## src/rtl/buzzer_seq_ctrl.sv

```systemverilog
`default_nettype none
// +------------------------------------------------------------------------+
// | Module  : buzzer_seq_ctrl                                              |
// | Brief   : Square-wave buzzer sequencer (short/long/burst/continuous)   |
// |           with busy/done status. Optional macro BUZZER_MUTE_EN adds    |
// |           a BUZZER_MUTE input that forces the tone output low.         |
// | Revision: 1.0 - initial release                                        |
// +------------------------------------------------------------------------+
module buzzer_seq_ctrl #(
    parameter int unsigned TONE_DIV   = 12500,
    parameter int unsigned TONE_HIGH  = 6250,
    parameter int unsigned SHORT_TIME = 4,
    parameter int unsigned LONG_TIME  = 255,
    parameter int unsigned ON_TIME    = 40,
    parameter int unsigned OFF_TIME   = 40,
    parameter int unsigned BEEP_W     = 4
) (
    input  logic              CLK_LOW,
    input  logic              RST_N,
    input  logic              BUZZER_EN,
    input  logic [1:0]        BUZZER_MODE,
    input  logic [BEEP_W-1:0] BUZZER_CNT,
`ifdef BUZZER_MUTE_EN
    input  logic              BUZZER_MUTE,
`endif
    output logic              BUZZER_ON_OFF,
    output logic              BUZZER_BUSY,
    output logic              BUZZER_DONE
);

    localparam int unsigned CNT_W = (TONE_DIV > 1) ? $clog2(TONE_DIV) : 1;

    localparam logic [CNT_W-1:0] c_cnt_last  = CNT_W'(TONE_DIV - 1);
    localparam logic [CNT_W-1:0] c_tone_high = CNT_W'(TONE_HIGH);
    localparam logic [7:0]       c_short     = 8'(SHORT_TIME);
    localparam logic [7:0]       c_long      = 8'(LONG_TIME);
    localparam logic [7:0]       c_on        = 8'(ON_TIME);
    localparam logic [7:0]       c_off       = 8'(OFF_TIME);

    localparam logic [1:0] c_mode_short = 2'b00;
    localparam logic [1:0] c_mode_long  = 2'b01;
    localparam logic [1:0] c_mode_burst = 2'b10;
    localparam logic [1:0] c_mode_cont  = 2'b11;

    typedef enum logic [1:0] {
        ST_IDLE = 2'b00,
        ST_TONE = 2'b01,
        ST_GAP  = 2'b10
    } state_t;

    state_t            r_state;
    logic              r_en;
    logic [1:0]        r_mode;
    logic [BEEP_W-1:0] r_beep;
    logic [CNT_W-1:0]  r_cnt_clk;
    logic [7:0]        r_per_cnt;
    logic              r_on_off;
    logic              r_busy;
    logic              r_done;

    logic              w_start;
    logic              w_wrap;
    logic [7:0]        w_per_nxt;
    logic [7:0]        w_target;
    logic [BEEP_W-1:0] w_cnt_in;
    logic              w_tone;
    logic              w_mute;

    assign w_start   = BUZZER_EN && !r_en && (r_state == ST_IDLE);
    assign w_wrap    = (r_cnt_clk == c_cnt_last);
    assign w_per_nxt = r_per_cnt + 8'd1;
    // A zero beep count behaves as a single beep.
    assign w_cnt_in  = (BUZZER_CNT == '0) ? BEEP_W'(1) : BUZZER_CNT;
    assign w_tone    = (r_state == ST_TONE) && (r_cnt_clk != '0) &&
                       (r_cnt_clk <= c_tone_high);

`ifdef BUZZER_MUTE_EN
    assign w_mute = BUZZER_MUTE;
`else
    assign w_mute = 1'b0;
`endif

    always_comb begin
        w_target = c_short;
        case (r_mode)
            c_mode_short: w_target = c_short;
            c_mode_long:  w_target = c_long;
            c_mode_burst: w_target = c_on;
            default:      w_target = c_short;
        endcase
    end

    always_ff @(posedge CLK_LOW or negedge RST_N) begin
        if (!RST_N) begin
            r_state   <= ST_IDLE;
            r_en      <= 1'b0;
            r_mode    <= 2'b00;
            r_beep    <= '0;
            r_cnt_clk <= '0;
            r_per_cnt <= 8'd0;
            r_on_off  <= 1'b0;
            r_busy    <= 1'b0;
            r_done    <= 1'b0;
        end else begin
            r_en     <= BUZZER_EN;
            r_done   <= 1'b0;
            r_on_off <= w_tone && !w_mute;

            case (r_state)
                ST_IDLE: begin
                    r_cnt_clk <= '0;
                    if (w_start) begin
                        r_mode    <= BUZZER_MODE;
                        r_beep    <= w_cnt_in;
                        r_per_cnt <= 8'd0;
                        r_busy    <= 1'b1;
                        r_state   <= ST_TONE;
                    end
                end

                ST_TONE: begin
                    if (w_wrap) begin
                        r_cnt_clk <= '0;
                        r_per_cnt <= w_per_nxt;
                        // Continuous mode ends only on a period boundary.
                        if (r_mode == c_mode_cont) begin
                            if (!BUZZER_EN) begin
                                r_state   <= ST_IDLE;
                                r_busy    <= 1'b0;
                                r_done    <= 1'b1;
                                r_per_cnt <= 8'd0;
                            end
                        end else if (w_per_nxt == w_target) begin
                            r_per_cnt <= 8'd0;
                            if ((r_mode == c_mode_burst) && (r_beep > BEEP_W'(1))) begin
                                r_beep  <= r_beep - BEEP_W'(1);
                                r_state <= ST_GAP;
                            end else begin
                                r_state <= ST_IDLE;
                                r_busy  <= 1'b0;
                                r_done  <= 1'b1;
                            end
                        end
                    end else begin
                        r_cnt_clk <= r_cnt_clk + CNT_W'(1);
                    end
                end

                ST_GAP: begin
                    if (w_wrap) begin
                        r_cnt_clk <= '0;
                        if (w_per_nxt == c_off) begin
                            r_per_cnt <= 8'd0;
                            r_state   <= ST_TONE;
                        end else begin
                            r_per_cnt <= w_per_nxt;
                        end
                    end else begin
                        r_cnt_clk <= r_cnt_clk + CNT_W'(1);
                    end
                end

                default: begin
                    r_state   <= ST_IDLE;
                    r_busy    <= 1'b0;
                    r_cnt_clk <= '0;
                    r_per_cnt <= 8'd0;
                end
            endcase
        end
    end

    assign BUZZER_ON_OFF = r_on_off;
    assign BUZZER_BUSY   = r_busy;
    assign BUZZER_DONE   = r_done;

endmodule
`default_nettype wire
```

## config.mk

```make
export PLATFORM = sky130hd
export DESIGN_NAME = buzzer_seq_ctrl
export DESIGN_NICKNAME = d
export VERILOG_FILES = /design/src/rtl/buzzer_seq_ctrl.sv
export SDC_FILE = /design/constraint.sdc
export NUM_CORES = 1
export LEC_CHECK = 0
export CAP_MARGIN = 20
export CORE_ASPECT_RATIO = 0.7
export CORE_MARGIN = 5
export CORE_UTILIZATION = 50
export CTS_CLUSTER_DIAMETER = 80
export DETAILED_ROUTE_END_ITERATION = 16
export GPL_TIMING_DRIVEN = 1
export PLACE_DENSITY = 0.69
export SLEW_MARGIN = 10
export SYNTH_ARGS = -nofsm -noshare
export SYNTH_HDL_FRONTEND = slang
export SYNTH_SLANG_ARGS = --single-unit
```

## constraint.sdc

```tcl
create_clock -name CLK_LOW -period 3.15 [get_ports CLK_LOW]
set_input_delay 0.945 -clock CLK_LOW [delete_from_list [all_inputs] [get_ports CLK_LOW]]
set_output_delay 0.945 -clock CLK_LOW [all_outputs]
set_load 0.01 [all_outputs]
```

==> out/summary.txt <==
Leading register cell type out of synthesis - sky130_fd_sc_hd__dfrtp_1
Floorplan die area - 6124 um2
CTS max path bufs - 2
Multi-input gate area in the final layout - 1303 um2
Detailed Place HPWL - 3505 um
Number of synthesized flops with an enable pin - 0
Post-Synthesis Cell Area - 2320 um2
Count of antenna diodes in the layout - 0
Number of iterations in the first detailed-routing pass - 5
Peak ir drop on the vdd network - 0.2082 mV
Vias - 1866
Synth Area in Compound Gates - 0.1591
# Post-CTS Setup Buffers - 0
Detail Route Antenna Nets - 0
Reported max-cap violation count - 0
Number of primary I/O pins - 12
Setup violators final - 0
Number of standard cells after synthesis - 250
Final core area utilization - 0.5707
Final period demand of the worst path - 2.938 ns
Relative contribution of the clock network to total power - 0.428
Clock tree root buffer cell - sky130_fd_sc_hd__clkbuf_8
Maximum clock skew at final layout - 0.008672 ns
Area Growth Syn to Fin - 8.360%
Kind of launch point of the worst setup path - register
Total GRT Usage - 0.1692
Kind of end point of the critical path - register
Residual DRC count - 0
Arrival time at the worst endpoint - 3.12 ns
Placement Rows - 20
Antenna violations before repair - 0
CTS H-tree lvls - 2
Synthesized flop and latch total - 34
Pwr/cell area - 319.0 nW/um2
Post-synthesis mux area share - 0.04531
Largest family of logic cells by synthesized area - simple AND/OR/NAND/NOR gates
Internal power - 0.6228 mW
Combinational power share - 0.027
Reg area - 850.8 um2
Measured slew at the worst slew-check pin - 0.5336 ns
Required time reported for the critical path endpoint - 3.34 ns
Async set or reset register ratio after synthesis - 1.000
Wire per inst - 15.33 um
Count of distinct cell types in the synthesized netlist - 54
Maximum number of pins on one net before global-route repair - 35
Setup repair after global routing missed its margin - no
Crit-path cells - ha_1, and3_2, nand2_1, a311o_1, a31oi_2, o311a_1, o21ai_2, o31ai_1
Clk sinks - 34
Hold-fix buffer count after cts - 0
Crit-path max FO - 10
Placed Area - 2419 um2
Routability congestion estimate - 0.8510
Buffering stage count on the worst path with inverters included - 0
Violation count after the first detailed-routing iteration - 188
Launching point of the worst reg2reg path - r_per_cnt[0]
Clock edge transition at the registers on the reported setup and hold paths - 0.07 ns
Via count of the first global-routing pass - 1637
Starting Density - 0.5267
Final instance area - 2514 um2
Fill cell count - 385
Overall die width - 91.41 um
Leak pwr - 1.078 nW
XOR/XNOR share of the synthesized area - 0.04908
Switching share of power - 0.2234
Category of the most critical setup path - reg2reg
Area fraction in and, or, nand and nor cells after synthesis - 0.2379
Worst setup path startpoint - r_per_cnt[0]
Part of the Yosys area used for sequential elements - 0.3668
Outcome - finished, final reports clean
Final-report max-slew violation count - 0
Post-route clock period utilization - 0.9327
Hold Crit Class - reg2reg
Hold Path Origin - BUZZER_BUSY
Critical-path cell with the highest stage delay - sky130_fd_sc_hd__o311a_1
Total wirelength of the detailed-routed design - 4844 um
Worst-case setup slack after placement - 0.2111 ns
Net count after synthesis - 272
Worst stage delay on the critical path - 0.53 ns
Final WS setup - 0.2119 ns
Setup tns final - 0 ns
Global-route wire length before repair - 8238 um
Number of buffers added on ports - 11
Final hold violation count - 0
Total Power Consumption - 0.8019 mW
Number of vias per cell - 5.905
Post-CTS resize count - 0
Switching component of the power - 0.1791 mW
Total congestion overflow - 0
Cell family with most CP delay - compound AO/OA/AOI/OAI gates
Highest achievable clock rate - 340.4 MHz
Relative max-transition margin - 0.6443
Net count of the finished layout - 282
Die Y - 66.99 um
Register share of total power - 0.545
Post-Syn Area per Cell - 9.279 um2
Count of yosys warnings during synthesis - 0
Fraction of layout cells with a size suffix above 1 - 0.09579
Clk_lat worst skew - 0.29 ns
Total CTS buffers - 5
Core footprint - 4404 um2
Synthesized-area fraction occupied by adder cells - 0.07012
TritonCTS clock tree - yes
-- per-stage QoR --
step | hold WS, ns | cells
after floorplan | 0.4751 | 250
after global placement | 0.4947 | 308
after detailed placement | 0.4887 | 308
after CTS | 0.5201 | 316
after global routing | 0.5603 | 316
final | 0.5094 | 316
-- final timing paths --
kind / endpoint / slack (ns) / depth (start not counted)
hold reg to reg: BUZZER_BUSY / 0.51 / 1
hold / removal: BUZZER_BUSY / 0.51 / 1
min in group asynchronous: r_cnt_clk[0] / 1.05 / 2
setup reg to reg: r_per_cnt[5] / 0.21 / 8
max in group asynchronous: r_per_cnt[7] / 1.77 / 2
setup / recovery: r_per_cnt[5] / 0.21 / 8
-- kinds of logic (layout without fill, tap and decap cells) --
family                   after synthesis  after routing
XOR/XNOR                              13             13
buffers and inverters                 27             38
adder cells (fa/ha/maj)               13             13
flip-flops                            34             34
multiplexers                          10             10
AND/OR/NAND/NOR                      102            102
AO/OA/AOI/OAI                         51             51
-- power groups by stage --
stage	clock network (mW)	logic, mW	registers [mW]
after global routing	0.376	0.0249	0.437
after CTS	0.354	0.0226	0.437
after detailed placement	0	0.0226	0.446
after floorplan	0	0.00134	0.446
after global placement	0	0.0225	0.446
final	0.343	0.0217	0.437
-- sequential cells by signal (all words and copies together) (netlist names) --
name           flops
r_beep             4
BUZZER_BUSY        1
r_en               1
BUZZER_ON_OFF      1
r_mode             2
r_state            2
r_per_cnt          8
BUZZER_DONE        1
r_cnt_clk         14
-- final cells by class --
class	instances	area share
inverter	15	0.02240
multi-input combinational	189	0.5182
timing repair buffer	15	0.05575
sequential	34	0.3385
clock inverter	2	0.004978
clock buffer	6	0.03285
tap	55	0.02738
-- cells in the mapped netlist, types with 2 or more instances --
master	n	area [um2]
sky130_fd_sc_hd__dfrtp_1	34	850.8
sky130_fd_sc_hd__nor2_1	26	97.59
sky130_fd_sc_hd__inv_1	15	56.30
sky130_fd_sc_hd__nand2_1	14	52.55
sky130_fd_sc_hd__nand3_1	14	70.07
sky130_fd_sc_hd__ha_1	13	162.7
sky130_fd_sc_hd__nor3_1	12	60.06
sky130_fd_sc_hd__o21ai_0	10	50.05
sky130_fd_sc_hd__a21oi_1	9	45.04
sky130_fd_sc_hd__buf_6	8	90.09
sky130_fd_sc_hd__xnor2_1	8	70.07
sky130_fd_sc_hd__nand4_1	7	43.79
sky130_fd_sc_hd__mux2i_1	6	60.06
sky130_fd_sc_hd__and3_1	5	31.28
sky130_fd_sc_hd__o31ai_1	5	37.54
sky130_fd_sc_hd__xor2_1	5	43.79
sky130_fd_sc_hd__nor4_1	4	25.02
sky130_fd_sc_hd__a22o_1	3	26.28
sky130_fd_sc_hd__a311o_1	3	30.03
sky130_fd_sc_hd__nand2b_1	3	18.77
sky130_fd_sc_hd__nand3b_1	3	22.52
sky130_fd_sc_hd__a221o_1	2	20.02
sky130_fd_sc_hd__a31oi_1	2	12.51
sky130_fd_sc_hd__and2_1	2	12.51
sky130_fd_sc_hd__and3_2	2	15.01
sky130_fd_sc_hd__and3_4	2	22.52
sky130_fd_sc_hd__clkbuf_1	2	7.510
sky130_fd_sc_hd__mux2_1	2	22.52
sky130_fd_sc_hd__mux2_2	2	22.52
sky130_fd_sc_hd__o2111a_1	2	22.52
sky130_fd_sc_hd__o21bai_1	2	15.01
-- cells in the final DEF (no fill, tap or decap), types with 9 or more instances in the layout --
cell                              Yosys  layout
sky130_fd_sc_hd__nor3_1              12      12
sky130_fd_sc_hd__o21ai_0             10      10
sky130_fd_sc_hd__nor2_1              26      26
sky130_fd_sc_hd__clkdlybuf4s50_1      0      11
sky130_fd_sc_hd__nand3_1             14      14
sky130_fd_sc_hd__nand2_1             14      14
sky130_fd_sc_hd__ha_1                13      13
sky130_fd_sc_hd__dfrtp_1             34      34
sky130_fd_sc_hd__inv_1               15      15
sky130_fd_sc_hd__a21oi_1              9       9
-- routing by layer --
layer | GRT usage | routed length (um) | vias up
li1 | - | - | 927
met1 | 0.2632 | 2544 | 871
met2 | 0.2241 | 1933 | 62
met3 | 0.03499 | 310 | 6
met4 | 0.06044 | 55 | 0
met5 | 0 | 0 | -
(Power assumes the default switching activity.)
==> variant 1: new RTL, same flow settings <==
Build with the macro `BUZZER_MUTE_EN` defined.
--- a/src/rtl/buzzer_seq_ctrl.sv
+++ b/src/rtl/buzzer_seq_ctrl.sv
@@ -7,4 +7,6 @@
 // | Revision: 1.0 - initial release                                        |
 // +------------------------------------------------------------------------+
+`define BUZZER_MUTE_EN
+
 module buzzer_seq_ctrl #(
     parameter int unsigned TONE_DIV   = 12500,
Interface: changed (added BUZZER_MUTE); port bits go from 12 to 13. The function was not compared with the original's and may differ.
==> variant 1 against the original RTL <==
Total power shrank 1.3%. Synthesized area shrank 3.1%. Worst hold slack lost 0.017 ns. Synthesized cell count grew 0.40%. Largest power group unchanged. Setup slack gained 0.26 ns. Sequential cell count is the same. Final cell count grew 1.3%. Combinational power grew 16%. Global-route usage grew 0.071 points. Cell area shrank 0.45%. Count of clock-buffer cells in the layout grew 1. Wire length shrank 5.3%. Die area shrank 2.7%.
==> variant 1: results (changes against the original RTL) <==
status: "finished, final reports clean"  # unchanged
placedInstanceArea_mm2: 0.00241  # was 0.00242 mm2
fin_skew_ns: 0.00611  # was 0.00867 ns
via_count: 1786  # was 1866
stdcell_count: 320  # was 316
yosys-top-cells-count: "dfrtp_1 (34), nand2_1 (32), nor2_1 (27)"  # was dfrtp_1 (34), nor2_1 (26), inv_1 (15)
wl_um: 4590  # was 4840 um
drt_iter0_drc: 92  # was 188
cpMaxStageDelayCell: "dfrtp_1"  # was o311a_1
crit_fanout: 9  # was 10
worstPathArrival_ns: 2.83  # was 3.12 ns
regToRegSetupSlack_ns: 0.48  # was 0.21 ns
tightest_slew_ns: 0.529  # was 0.534 ns
grt_pass1_vias: 1704  # was 1637
leakagePower_uw: 0.00109  # was 0.00108 uW
dp.cells: 312  # was 308
gp_congestion: 0.833  # was 0.851
min_to: "r_cnt_clk[0]$_DFF_PN0_"  # was BUZZER_BUSY$_DFFE_PN0P_
hp-start: "r_cnt_clk[0]$_DFF_PN0_"  # was BUZZER_BUSY$_DFFE_PN0P_
track_usage: 0.170  # was 0.169
synthXorXnorAreaFrac: 0.0662  # was 0.0491
port_buffers: 12  # was 11
drt-met1-wl_um: 2590  # was 2540 um
dr_wl_met3_um: 155  # was 310 um
synth.avg_cell_area_um2: 8.96  # was 9.28 um2
cp_slowest_stage_delay_ns: 0.48  # was 0.53 ns
syn-num-nets: 274  # was 272
synth_cell_types: 53  # was 54
synthAdderAreaFrac: 0.0723  # was 0.0701
synth.area.top_cells: "dfrtp_1 (38%), ha_1 (7.2%), nand2_1 (5.3%)"  # was dfrtp_1 (37%), ha_1 (7.0%), nor2_1 (4.2%)
nets: 287  # was 282
place_ws_ns: 0.244  # was 0.211 ns
hold_ws_ns: 0.492  # was 0.509 ns
ir_drop_mv: 0.269  # was 0.208 mV
==> variant 1: power by group through the flow <==
stage / registers [uW] / logic [uW] / clock network [uW]
floorplan: 447 / 1.76 / 0
global placement: 446 / 25.9 / 0
detailed placement: 447 / 26.1 / 0
CTS: 438 / 26.2 / 338
global route: 438 / 28.5 / 357
finish: 438 / 25.1 / 328
==> variant 1: area by class of cell <==
type	count	area [um2]
inverters	15	56.3
multi-input cells	194	1300
repair buffers	14	135
fillers	409	1850
well taps	55	68.8
clock buffers	7	86.3
clock inverters	1	5.00
flip-flops and latches	34	851
==> variant 1: metal layers <==
metal / vias to the layer above / GRT usage
li1: 918 / -
met1: 840 / 0.252
met2: 26 / 0.252
met3: 2 / 0.0375
met4: 0 / 0.0390
met5: - / 0
==> variant 1: worst max-delay path by stage <==
stage                             startpoint  depth (start not counted)  slack (ns)                 endpoint
finish              r_per_cnt[0]$_DFFE_PN0P_                          8        0.48  BUZZER_BUSY$_DFFE_PN0P_
CTS                 r_per_cnt[0]$_DFFE_PN0P_                          8        0.49  BUZZER_BUSY$_DFFE_PN0P_
global route        r_per_cnt[0]$_DFFE_PN0P_                          8        0.23  BUZZER_BUSY$_DFFE_PN0P_
detailed placement                 BUZZER_EN                          7        0.24    r_beep[2]$_DFFE_PN0P_
global placement                   BUZZER_EN                          7        0.33    r_beep[2]$_DFFE_PN0P_
floorplan           r_per_cnt[0]$_DFFE_PN0P_                          8        0.83  BUZZER_BUSY$_DFFE_PN0P_
==> variant 1: worst reg2reg max path: cells and delay by family, from the launching register on <==
kind / cells / cell delay, ns
muxes: 1 / 0.33
and+or+nand+nor: 3 / 0.53
adders and majority gates: 1 / 0.35
AOI/OAI and AO/OA: 2 / 0.55
xor gates and xnor gates: 1 / 0.32
DFF: 1 / 0.48
==> variant 2: new RTL, same settings <==
Made on the original files. Put one more register stage on the output `BUZZER_DONE`, with the module's reset. The value now appears one clock later. The other outputs are not delayed to match.
--- a/src/rtl/buzzer_seq_ctrl.sv
+++ b/src/rtl/buzzer_seq_ctrl.sv
@@ -173,5 +173,11 @@
     assign BUZZER_ON_OFF = r_on_off;
     assign BUZZER_BUSY   = r_busy;
-    assign BUZZER_DONE   = r_done;
+    always_ff @(posedge CLK_LOW or negedge RST_N) begin
+        if (!RST_N) begin
+            BUZZER_DONE <= '0;
+        end else begin
+            BUZZER_DONE <= r_done;
+        end
+    end
 
 endmodule
Function: same outputs for any inputs over 10 cycles, from zero or initial values and one cycle with RST_N low; that may be too few to reach the edited logic, so the function may still have changed.
==> variant 2 against the original RTL <==
Clock skew is 0.0047 ns lower. Setup slack better by 0.17 ns. First-iteration DRC count is 24% lower. Cell area is 3.2% higher. Synthesized area is 2.4% higher. Wire length is 1.4% lower. Sequential cell count is 1 higher.
Power is not compared: it rests on default switching activity, and its combinational part moved more than twofold at a synthesized area within 25%.
==> variant 2: results (changes against the original RTL) <==
status: "finished, final reports clean"  # unchanged
drive_above_1_share: 0.101  # was 0.0958
insertion_delay_ns: 0.29  # about the same
drt-met1-wl_um: 2520  # was 2540 um
cts_buffers: 5  # unchanged
async_flop_share: 1.00  # unchanged
grt_pass1_vias: 1728  # was 1637
route.met2.wl_um: 1920  # was 1930 um
grt_max_degree: 36  # was 35
hp-start: "r_done$_DFF_PN0_"  # was BUZZER_BUSY$_DFFE_PN0P_
hold_path.class: "flip-flop to flip-flop"  # unchanged
dr.max_layer_used: "met4"  # unchanged
fin_skew_ns: 0.00393  # was 0.00867 ns
regToRegSetupSlack_ns: 0.38  # was 0.21 ns
crit_fanout: 12  # was 10
timing.slew.headroom: 0.473  # was 0.644
largestRegisters: "r_cnt_clk: 14 flops, r_per_cnt: 8 flops, r_beep: 4 flops"  # unchanged
port_buffers: 11  # unchanged
drt_iter0_drc: 142  # was 188
synth_ff_type: "dfrtp_1"  # unchanged
gr-usage-met3: 0.0401  # was 0.0350
gp_congestion: 0.855  # was 0.851
met1_usage: 0.241  # was 0.263
nets: 289  # was 282
synthMuxAreaShare: 0.0400  # was 0.0453
hold_ws_ns: 0.349  # was 0.509 ns
track_usage: 0.170  # was 0.169
syn-num-nets: 280  # was 272
dr_wl_met3_um: 261  # was 310 um
dpl.hpwl_um: 3460  # was 3500 um
clk_pin_slew_ns: 0.07  # about the same
synth.area.top_cells: "dfrtp_1 (37%), ha_1 (6.8%), nor2_1 (4.3%)"  # was dfrtp_1 (37%), ha_1 (7.0%), nor2_1 (4.2%)
drtPass1Iterations: 4  # was 5
grt_pass1_wl_um: 8280  # was 8240 um
insertedDiodeCount: 0  # unchanged
synthXorXnorAreaFrac: 0.0479  # was 0.0491
viasPerCell: 5.75  # was 5.91
placedInstanceArea_mm2: 0.00250  # was 0.00242 mm2
ir_drop_mv: 0.261
hold_depth: 0  # was 1
synthAdderAreaFrac: 0.0685  # was 0.0701
synth_compound_gate_area_share: 0.172  # was 0.159
use_met2: 0.246  # was 0.224
min_to: "BUZZER_DONE$_DFF_PN0_"  # was BUZZER_BUSY$_DFFE_PN0P_
place_ws_ns: 0.295  # was 0.211 ns
ys_seq_area_frac: 0.369  # was 0.367
fmax_mhz: 361  # was 340 MHz
synth_cell_types: 60  # was 54
cp_slowest_stage_delay_ns: 0.51  # was 0.53 ns
synth_warnings: 0  # unchanged
antenna_found_initial: 0  # unchanged
cpMaxStageDelayCell: "dfrtp_1"  # was o311a_1
r2r-end: "BUZZER_BUSY$_DFFE_PN0P_"  # was r_per_cnt[5]$_DFFE_PN0P_
wl_um: 4780  # was 4840 um
yosys-top-cells-count: "dfrtp_1 (35), nor2_1 (27), inv_1 (22)"  # was dfrtp_1 (34), nor2_1 (26), inv_1 (15)
critPathKind: "flip-flop to flip-flop"  # unchanged
r2r_cells: 8  # unchanged
variant 2: cell types whose count changed after synthesis, moves of 4 or more:
cell	before	now
o21ai_0	10	14
buf_6	8	1
nor3_1	12	6
nand2_1	14	21
inv_1	15	22
variant 2: where the power goes:
group          switching, uW  internal, uW
sequential              97.3           536
clock                    160           172
combinational            513           359
total                    770          1070
variant 2: per-stage QoR:
step / power [uW] / std cells
detailed placement: 1500 / 317
global placement: 1490 / 317
floorplan: 1280 / 258
global route: 1990 / 324
finish: 1840 / 324
CTS: 1840 / 324
variant 2: cell type report:
class | instances | area [um2]
Timing Repair Buffer | 12 | 113
Inverter | 22 | 82.6
Sequential cell | 35 | 876
Multi-Input combinational cell | 191 | 1360
Fill cell | 434 | 2080
Tap cell | 57 | 71.3
Clock inverter | 1 | 5.00
Clock buffer | 6 | 82.6
variant 2: repair_timing:
item	in CTS	in global routing
gates resized for setup	0	1
setup endpoints to repair	0	1
buffers inserted	0	0
